--- config.mk ---
export PLATFORM = sky130hd
export DESIGN_NAME = serial_add_compare
export DESIGN_NICKNAME = d
export VERILOG_FILES = /design/src/rtl/serial_add_compare.sv
export SDC_FILE = /design/constraint.sdc
export NUM_CORES = 1
export LEC_CHECK = 0
export BUFFER_PORTS_ARGS = -buffer_cell sky130_fd_sc_hd__buf_4
export CAP_MARGIN = 20
export CORE_MARGIN = 2
export CORE_UTILIZATION = 49
export CTS_CLUSTER_SIZE = 14
export DETAILED_ROUTE_END_ITERATION = 16
export PLACE_DENSITY = 0.75
export SYNTH_ARGS = -nofsm -noshare
export SYNTH_HDL_FRONTEND = slang
export SYNTH_SLANG_ARGS = --single-unit
--- constraint.sdc ---
create_clock -name clk -period 1.3 [get_ports clk]
set_input_delay 0.13 -clock clk [delete_from_list [all_inputs] [get_ports clk]]
set_output_delay 0.13 -clock clk [all_outputs]
set_load 0.01 [all_outputs]
--- src/rtl/serial_add_compare.sv ---
// Bit-serial adder/comparator: shifts two latched operands LSB first through one
// full adder, producing x+y (with final carry) and an x==y flag in the same pass.
module serial_add_compare #(
    parameter int WIDTH = 5
) (
    input  logic             clk,
    input  logic             rst_n,
    input  logic             start,
    input  logic [WIDTH-1:0] x,
    input  logic [WIDTH-1:0] y,
    output logic             busy,
    output logic             done,
    output logic [WIDTH:0]   sum,
    output logic             equal
);

    localparam int CW = (WIDTH <= 2) ? 1 : $clog2(WIDTH);
    localparam logic [CW-1:0] CNT_LAST = CW'(WIDTH - 1);

    typedef enum logic [1:0] {
        IDLE  = 2'd0,
        SHIFT = 2'd1,
        DONE  = 2'd2
    } state_t;

    state_t           state_q, state_d;
    logic [WIDTH-1:0] a_q, a_d;
    logic [WIDTH-1:0] b_q, b_d;
    logic [WIDTH-1:0] s_q, s_d;
    logic             carry_q, carry_d;
    logic             eq_q, eq_d;
    logic [CW-1:0]    cnt_q, cnt_d;
    logic [WIDTH:0]   sum_q, sum_d;
    logic             equal_q, equal_d;
    logic             busy_q, busy_d;
    logic             done_q, done_d;

    // Full adder built from two half adders plus the carry OR.
    logic ha1_s, ha1_c, ha2_s, ha2_c, carry_nx;

    always_comb begin
        ha1_s    = a_q[0] ^ b_q[0];
        ha1_c    = a_q[0] & b_q[0];
        ha2_s    = ha1_s ^ carry_q;
        ha2_c    = ha1_s & carry_q;
        carry_nx = ha1_c | ha2_c;
    end

    always_comb begin
        state_d = state_q;
        a_d     = a_q;
        b_d     = b_q;
        s_d     = s_q;
        carry_d = carry_q;
        eq_d    = eq_q;
        cnt_d   = cnt_q;
        sum_d   = sum_q;
        equal_d = equal_q;
        case (state_q)
            IDLE: begin
                if (start) begin
                    a_d     = x;
                    b_d     = y;
                    s_d     = '0;
                    carry_d = 1'b0;
                    eq_d    = 1'b1;
                    cnt_d   = '0;
                    state_d = SHIFT;
                end
            end
            SHIFT: begin
                // New sum bit enters at the top; the bit falling off the bottom is discarded.
                s_d     = WIDTH'({ha2_s, s_q} >> 1);
                a_d     = a_q >> 1;
                b_d     = b_q >> 1;
                carry_d = carry_nx;
                eq_d    = eq_q & ~ha1_s;
                cnt_d   = cnt_q + CW'(1);
                if (cnt_q == CNT_LAST) begin
                    sum_d   = {carry_nx, s_d};
                    equal_d = eq_d;
                    cnt_d   = '0;
                    state_d = DONE;
                end
            end
            DONE: begin
                state_d = IDLE;
            end
            default: begin
                state_d = IDLE;
            end
        endcase
        // Status flags are registered from the next state so they line up with it.
        busy_d = (state_d == SHIFT);
        done_d = (state_d == DONE);
    end

    always_ff @(posedge clk or negedge rst_n) begin
        if (!rst_n) begin
            state_q <= IDLE;
            a_q     <= '0;
            b_q     <= '0;
            s_q     <= '0;
            carry_q <= 1'b0;
            eq_q    <= 1'b0;
            cnt_q   <= '0;
            sum_q   <= '0;
            equal_q <= 1'b0;
            busy_q  <= 1'b0;
            done_q  <= 1'b0;
        end else begin
            state_q <= state_d;
            a_q     <= a_d;
            b_q     <= b_d;
            s_q     <= s_d;
            carry_q <= carry_d;
            eq_q    <= eq_d;
            cnt_q   <= cnt_d;
            sum_q   <= sum_d;
            equal_q <= equal_d;
            busy_q  <= busy_d;
            done_q  <= done_d;
        end
    end

    assign busy  = busy_q;
    assign done  = done_q;
    assign sum   = sum_q;
    assign equal = equal_q;

endmodule

==> results.txt, run 1 <==
status: complete, no violations
Synth top area share: 55.45%
critical path arrival: 1480 ps
GRT Overall Usage: 18.37%
drt wl/cell: 14.70 um
Worst-path clk slew: 90 ps
Commonest cells post-synth: dfrtp_1, o21ai_0, nand2_1
Max stage delay on crit path: 410 ps
reg2reg setup slack: 50 ps
clk_skew: 3.668 ps
synthesized area: 1354 um^2
crit path kind: reg -> reg
Setup crit start kind: register
Die ar.: 3199 um^2
Nets: 160
Seq/Total Area, Yosys: 55.45%
Synthesized Nets: 127
Reg power frac: 40.0%
Post-synth EDFFs: 0
buffers plus inverters on the worst setup path: 1
FILL cells: 220
share of cells above drive strength 1: 42.36%
Slowest cell on crit path: dfrtp_1
met2 WL post-DR: 1297 um
vias in the first global route: 956
CP endpoint kind: register
Critical R2R Launch: cnt_q[0]
routed via count: 950
CP Cell Sequence: inv_2 > ha_4 > nand4b_4 > mux2_4
Top FF cell, synth: dfrtp_1
fin crit share: 96.51%
Slew headroom: 75.13%
final setup vio count: 0
Peak Freq: 797.1 MHz
worst-margin pin slew: 373.1 ps
final WL: 2573 um
M1 wire length: 1121 um
clock sinks: 30
final cell count without fillers: 175
Clock Root Buffer: clkbuf_4
Syn. warnings: 0
clock network power share: 17.2%
n_diodes: 0
TritonRoute pass-1 iters: 2
port bufs: 21
Critical Path RT: 1520 ps
Comb pwr share: 42.7%
top sig layer: met4
min cycle time layout: 1255 ps
initial antenna violation count: 0
post-synthesis adder-cell area fraction: 4.251%
Util after Layout: 62.69%
first-pass GRT wire length: 4333 um
vias per cell: 5.429
post-route ant nets: 0
simple-gate share of the synthesized area: 14.51%
Clk Latency, worst-skew pair: 330 ps
switching share of power: 34.12%
Worst Setup SP: cnt_q[0]
I/O Pins: 22
pre-CTS WS: -43.65 ps
row cnt: 19
Placed Cells incl. Taps: 160
Clock Path Buffers: 2
CTS H-Tree Depth: 2
post-synthesis compound-gate area fraction: 15.62%
r2r worst-path depth: 4
worst setup path endpoint: sum[2]
most common cell in the synthesized netlist: dfrtp_1
Netlist cell types: 24
Leakage Power: 0.8112 nW
height of the chip: 56.56 um
post-synthesis mux area share: 3.882%
met3 WL: 113 um
syn_area_per_cell: 12.31 um^2
setup TNS: 0 ps
net load switching power: 1.362 mW
max-cap violation count: 0
Hold Crit Class: in -> reg
Core ar.: 2686 um^2
endpoints failing hold: 0
largest area contributor in the netlist: dfrtp_1
Top delay family on crit path: flip-flops
largest family of logic cells by synthesized area: compound AO/OA/AOI/OAI gates
XOR/XNOR Fraction of Synth Area: 0%
CTS tree: built
DRC errors left: 0
Stages on worst setup path: 4
post-synthesis async set-or-reset flop share: 100.0%
initial drt markers: 10
pin count of the biggest net entering global routing: 31
cell count after synthesis: 110
CTS Buf Count: 5
starting density of the core: 50.40%
global route overflow: 0
register bit total from synthesis: 30
Final Wtd Congestion: 0.7567
Final WS setup: 45.40 ps
synth top area cells: dfrtp_1, o221a_2, nand3b_1
FF-to-FF End: sum[2]
Area Growth Syn to Fin: 24.40%
Die X: 56.56 um
P per Cell Area: 2370 nW/um^2
maximum vdd drop: 1.393 mV
max-slew violation count: 0
critical path fanouts, max: 6
Internal Pwr Total: 2.630 mW
Detail Placement HPWL: 1670 um
worst min path at each step:
stage | from | endpoint | slack (ps) | cells past startpoint
2_1_floorplan | rst_n | a_q[0] | -170 | 0
3_3_place_gp | rst_n | done | 70 | 1
3_5_place_dp | rst_n | done | 70 | 1
4_1_cts | y[4] | b_q[4] | 50 | 3
5_1_grt | y[4] | b_q[4] | 70 | 3
6_report | y[4] | b_q[4] | 50 | 3
cells by family after synthesis:
family / Yosys count
and+or+nand+nor: 30
DFF: 30
AOI/OAI and AO/OA: 28
buffers and inverters: 14
muxes: 4
adders and majority gates: 4
metal layers:
| metal | global-route usage, % | up-vias |
|---|---|---|
| li1 | - | 454 |
| met1 | 21.98 | 472 |
| met2 | 29.90 | 19 |
| met3 | 5.530 | 5 |
| met4 | 9.184 | 0 |
| met5 | 0 | - |
final cells by class:
type	instances	area, um^2	share of cell area, %
multi-input cells	66	538.0	31.95
repair buffers	32	246.5	14.64
clock buffers	8	78.83	4.681
inverters	8	30.03	1.783
flip-flops and latches	30	752.0	44.65
well taps	31	38.79	2.303
registers in the layout, summed over array words and instances, names as in the netlist:
signal   count
a_q          5
carry_q      1
eq_q         1
sum          6
b_q          5
equal        1
state_q      2
cnt_q        3
done         1
s_q          4
busy         1
worst min-delay path, cell delays in order:
cell     delay (ps)
buf_4           110
nand2_1          60
o21ai_1          50
power groups by stage:
stage,clock [mW],sequential (mW),combinational [mW]
after floorplan,0,1.60,1.09
after global placement,0,1.59,1.47
after detailed placement,0,1.61,1.53
after CTS,0.707,1.59,1.55
after global routing,0.743,1.65,1.92
final,0.688,1.60,1.71
cell usage in the layout, fill, tap and decap left out, types with 3 or more instances in the layout:
master / Yosys / layout
clkbuf_4: 0 / 5
a22o_1: 3 / 3
nor2_4: 2 / 3
o21ai_0: 12 / 7
buf_4: 0 / 30
nand3b_1: 9 / 9
inv_1: 8 / 6
dfrtp_1: 30 / 29
nand2_1: 10 / 10
o221a_2: 8 / 8
clkbuf_8: 0 / 3
o21ai_1: 0 / 5
through the flow:
step,hold WS [ps],instance area [um^2],total power [mW]
2_1_floorplan,-165.6,1366,2.693
3_3_place_gp,72.27,1538,3.056
3_5_place_dp,73.95,1538,3.137
4_1_cts,46.29,1630,3.856
5_1_grt,74.19,1684,4.313
6_report,46.19,1684,3.992
timing repair:
item | 4_1_cts | 5_1_grt
endpoints found under the hold margin | 30 | 0
endpoints found under the setup margin | 2 | 17
hold buffers | 1 | 0
pin swaps | 1 | 1
buffers inserted | 0 | 6
gates resized for setup | 2 | 8
Power figures use the tool's default switching activity.
==> run 2: changes to the inputs <==
PLACE_DENSITY = 0.74   (was 0.75)
==> run 2 against run 1 <==
Total power increased by 4.6%. Sequential power about the same. Clock power increased by 44%. Clock skew increased by 8.1 ps. Non-clock buffer count decreased by 4. Combinational power decreased by 8%. Register-to-register slack got worse by 20 ps. Die area unchanged. Worst hold slack got worse by 16 ps. Worst setup slack got worse by 15 ps. Critical endpoint unchanged. Largest cell class unchanged.
==> results.txt, run 2 (synthesized netlist as in run 1, its figures left out) <==
status: complete, no violations
Slew headroom: 74.79%
Hold EP: b_q[4]
Setup crit start kind: register
row cnt: 19
height of the chip: 56.56 um
commonest non-fill, non-tap cell in the layout: dfrtp_1
CP Cell Sequence: inv_2 > ha_4 > nand4b_4 > mux2_4
final total power: 4.174 mW
FF-to-FF End: sum[2]
Final Wtd Congestion: 0.7390
first-pass GRT wire length: 3988 um
critical path arrival: 1500 ps
Die X: 56.56 um
multi-input gate area in the final layout: 534.3 um^2
Reg power frac: 38.6%
drt wl/cell: 13.97 um
clock sinks: 30
DRC errors left: 0
Final WS setup: 29.98 ps
Worst-path clk slew: 100 ps
final WL: 2389 um
Slowest cell on crit path: dfrtp_1
initial drt markers: 30
Nets: 156
Hold Crit Class: in -> reg
CTS H-Tree Depth: 2
Comb pwr share: 37.7%
final design area excluding fillers: 1683 um^2
final setup vio count: 0
CTS Buf Count: 5
starting density of the core: 50.40%
post-route ant nets: 0
Worst Setup SP: cnt_q[1]
crit path kind: reg -> reg
global route overflow: 0
critical path fanouts, max: 6
maximum vdd drop: 1.340 mV
CTS tree: built
Max stage delay on crit path: 410 ps
Detail Placement HPWL: 1702 um
initial antenna violation count: 0
clk_skew: 11.74 ps
Peak Freq: 787.4 MHz
Critical R2R Launch: cnt_q[1]
port bufs: 21
GRT Overall Usage: 16.79%
CP endpoint kind: register
switching share of power: 32.02%
Leakage Power: 0.8286 nW
routed via count: 936
share of cells above drive strength 1: 42.14%
reg2reg setup slack: 30 ps
FF+latch area: 752.0 um^2
Clock Root Buffer: clkbuf_4
max-cap violation count: 0
HP Start: y[4]
vias per cell: 5.474
worst-margin pin slew: 378.1 ps
number of cells on the worst hold path: 3
endpoints failing hold: 0
commonest cells after routing, fill and taps aside: dfrtp_1, buf_4, nand2_1
max reg flops: 6
Internal Pwr Total: 2.838 mW
FILL cells: 226
I/O Pins: 22
Clock Path Buffers: 2
Util after Layout: 62.65%
max-slew violation count: 0
RSZ-0062 raised after global routing: yes
min cycle time layout: 1270 ps
fin crit share: 97.69%
buffers plus inverters on the worst setup path: 1
TritonRoute pass-1 iters: 4
Placed Area: 1545 um^2
clock network power share: 23.7%
P per Cell Area: 2480 nW/um^2
Clk Latency, worst-skew pair: 340 ps
Area Growth Syn to Fin: 24.31%
Critical Path RT: 1530 ps
Core ar.: 2686 um^2
pin count of the biggest net entering global routing: 31
pre-CTS WS: 44.56 ps
Die ar.: 3199 um^2
Top delay family on crit path: flip-flops
n_diodes: 0
r2r worst-path depth: 4
net load switching power: 1.337 mW
vias in the first global route: 916
[run 2: changes by cell type in the layout (fill, tap and decap cells not counted), moves of 2 or more]
cell	change
clkbuf_8	-2
o21ai_0	+2
o21ai_1	-2
buf_4	-4
bufinv_16	+2
[run 2: final cells by class]
type / count / share of cell area, %
clock inverters: 2 / 3.569
multi-input cells: 66 / 31.75
flip-flops and latches: 30 / 44.68
repair buffers: 28 / 12.86
inverters: 8 / 1.784
clock buffers: 6 / 3.048
well taps: 31 / 2.305
[run 2: worst max-delay path by stage]
stage                     slack, ps  endpoint  cells past startpoint
after floorplan                  10    sum[2]                      5
after global placement           60    b_q[3]                      2
after detailed placement         40    sum[5]                      6
after CTS                         9    sum[5]                      6
after global routing            -30    sum[4]                      6
final                            30    sum[2]                      4
[run 2: routing by layer]
layer  wire length, um  GRT usage [%]  share of wire (%)  vias up
li1                  -              -                  -      450
met1              1063          21.04                 44      457
met2              1130          25.42                 47       23
met3               146          5.069                6.1        6
met4                48          10.20                2.0        0
met5                 0              0                  0        -
[run 2: timing repair]
action,4_1_cts,5_1_grt
setup buffers,0,1
hold endpoints to repair,30,0
setup endpoints to repair,0,19
gates resized for setup,0,9
hold buffers,1,0
[run 2: power groups by stage]
stage                     Sequential, mW  Combinational, mW  Clock [mW]
final                               1.61               1.57       0.990
after global routing                1.67               1.77        1.04
after floorplan                     1.60               1.09           0
after CTS                           1.61               1.54        1.00
after detailed placement            1.62               1.53           0
after global placement              1.60               1.47           0
[run 2: per-stage QoR]
step,hold WS (ps),setup TNS [ps],instances
2_1_floorplan,-165.6,0,110
3_3_place_gp,73.89,0,161
3_5_place_dp,76.86,0,161
4_1_cts,25.09,0,170
5_1_grt,56.11,-93.02,171
6_report,30.43,0,171
[run 2: worst reg2reg max path, delay by kind of cell (launching register included)]
| family | cells | cell delay, ps |
|---|---|---|
| flops | 1 | 410 |
| buf+inv | 1 | 90 |
| fa+ha+maj | 1 | 170 |
| mux | 1 | 330 |
| simple gates | 1 | 170 |
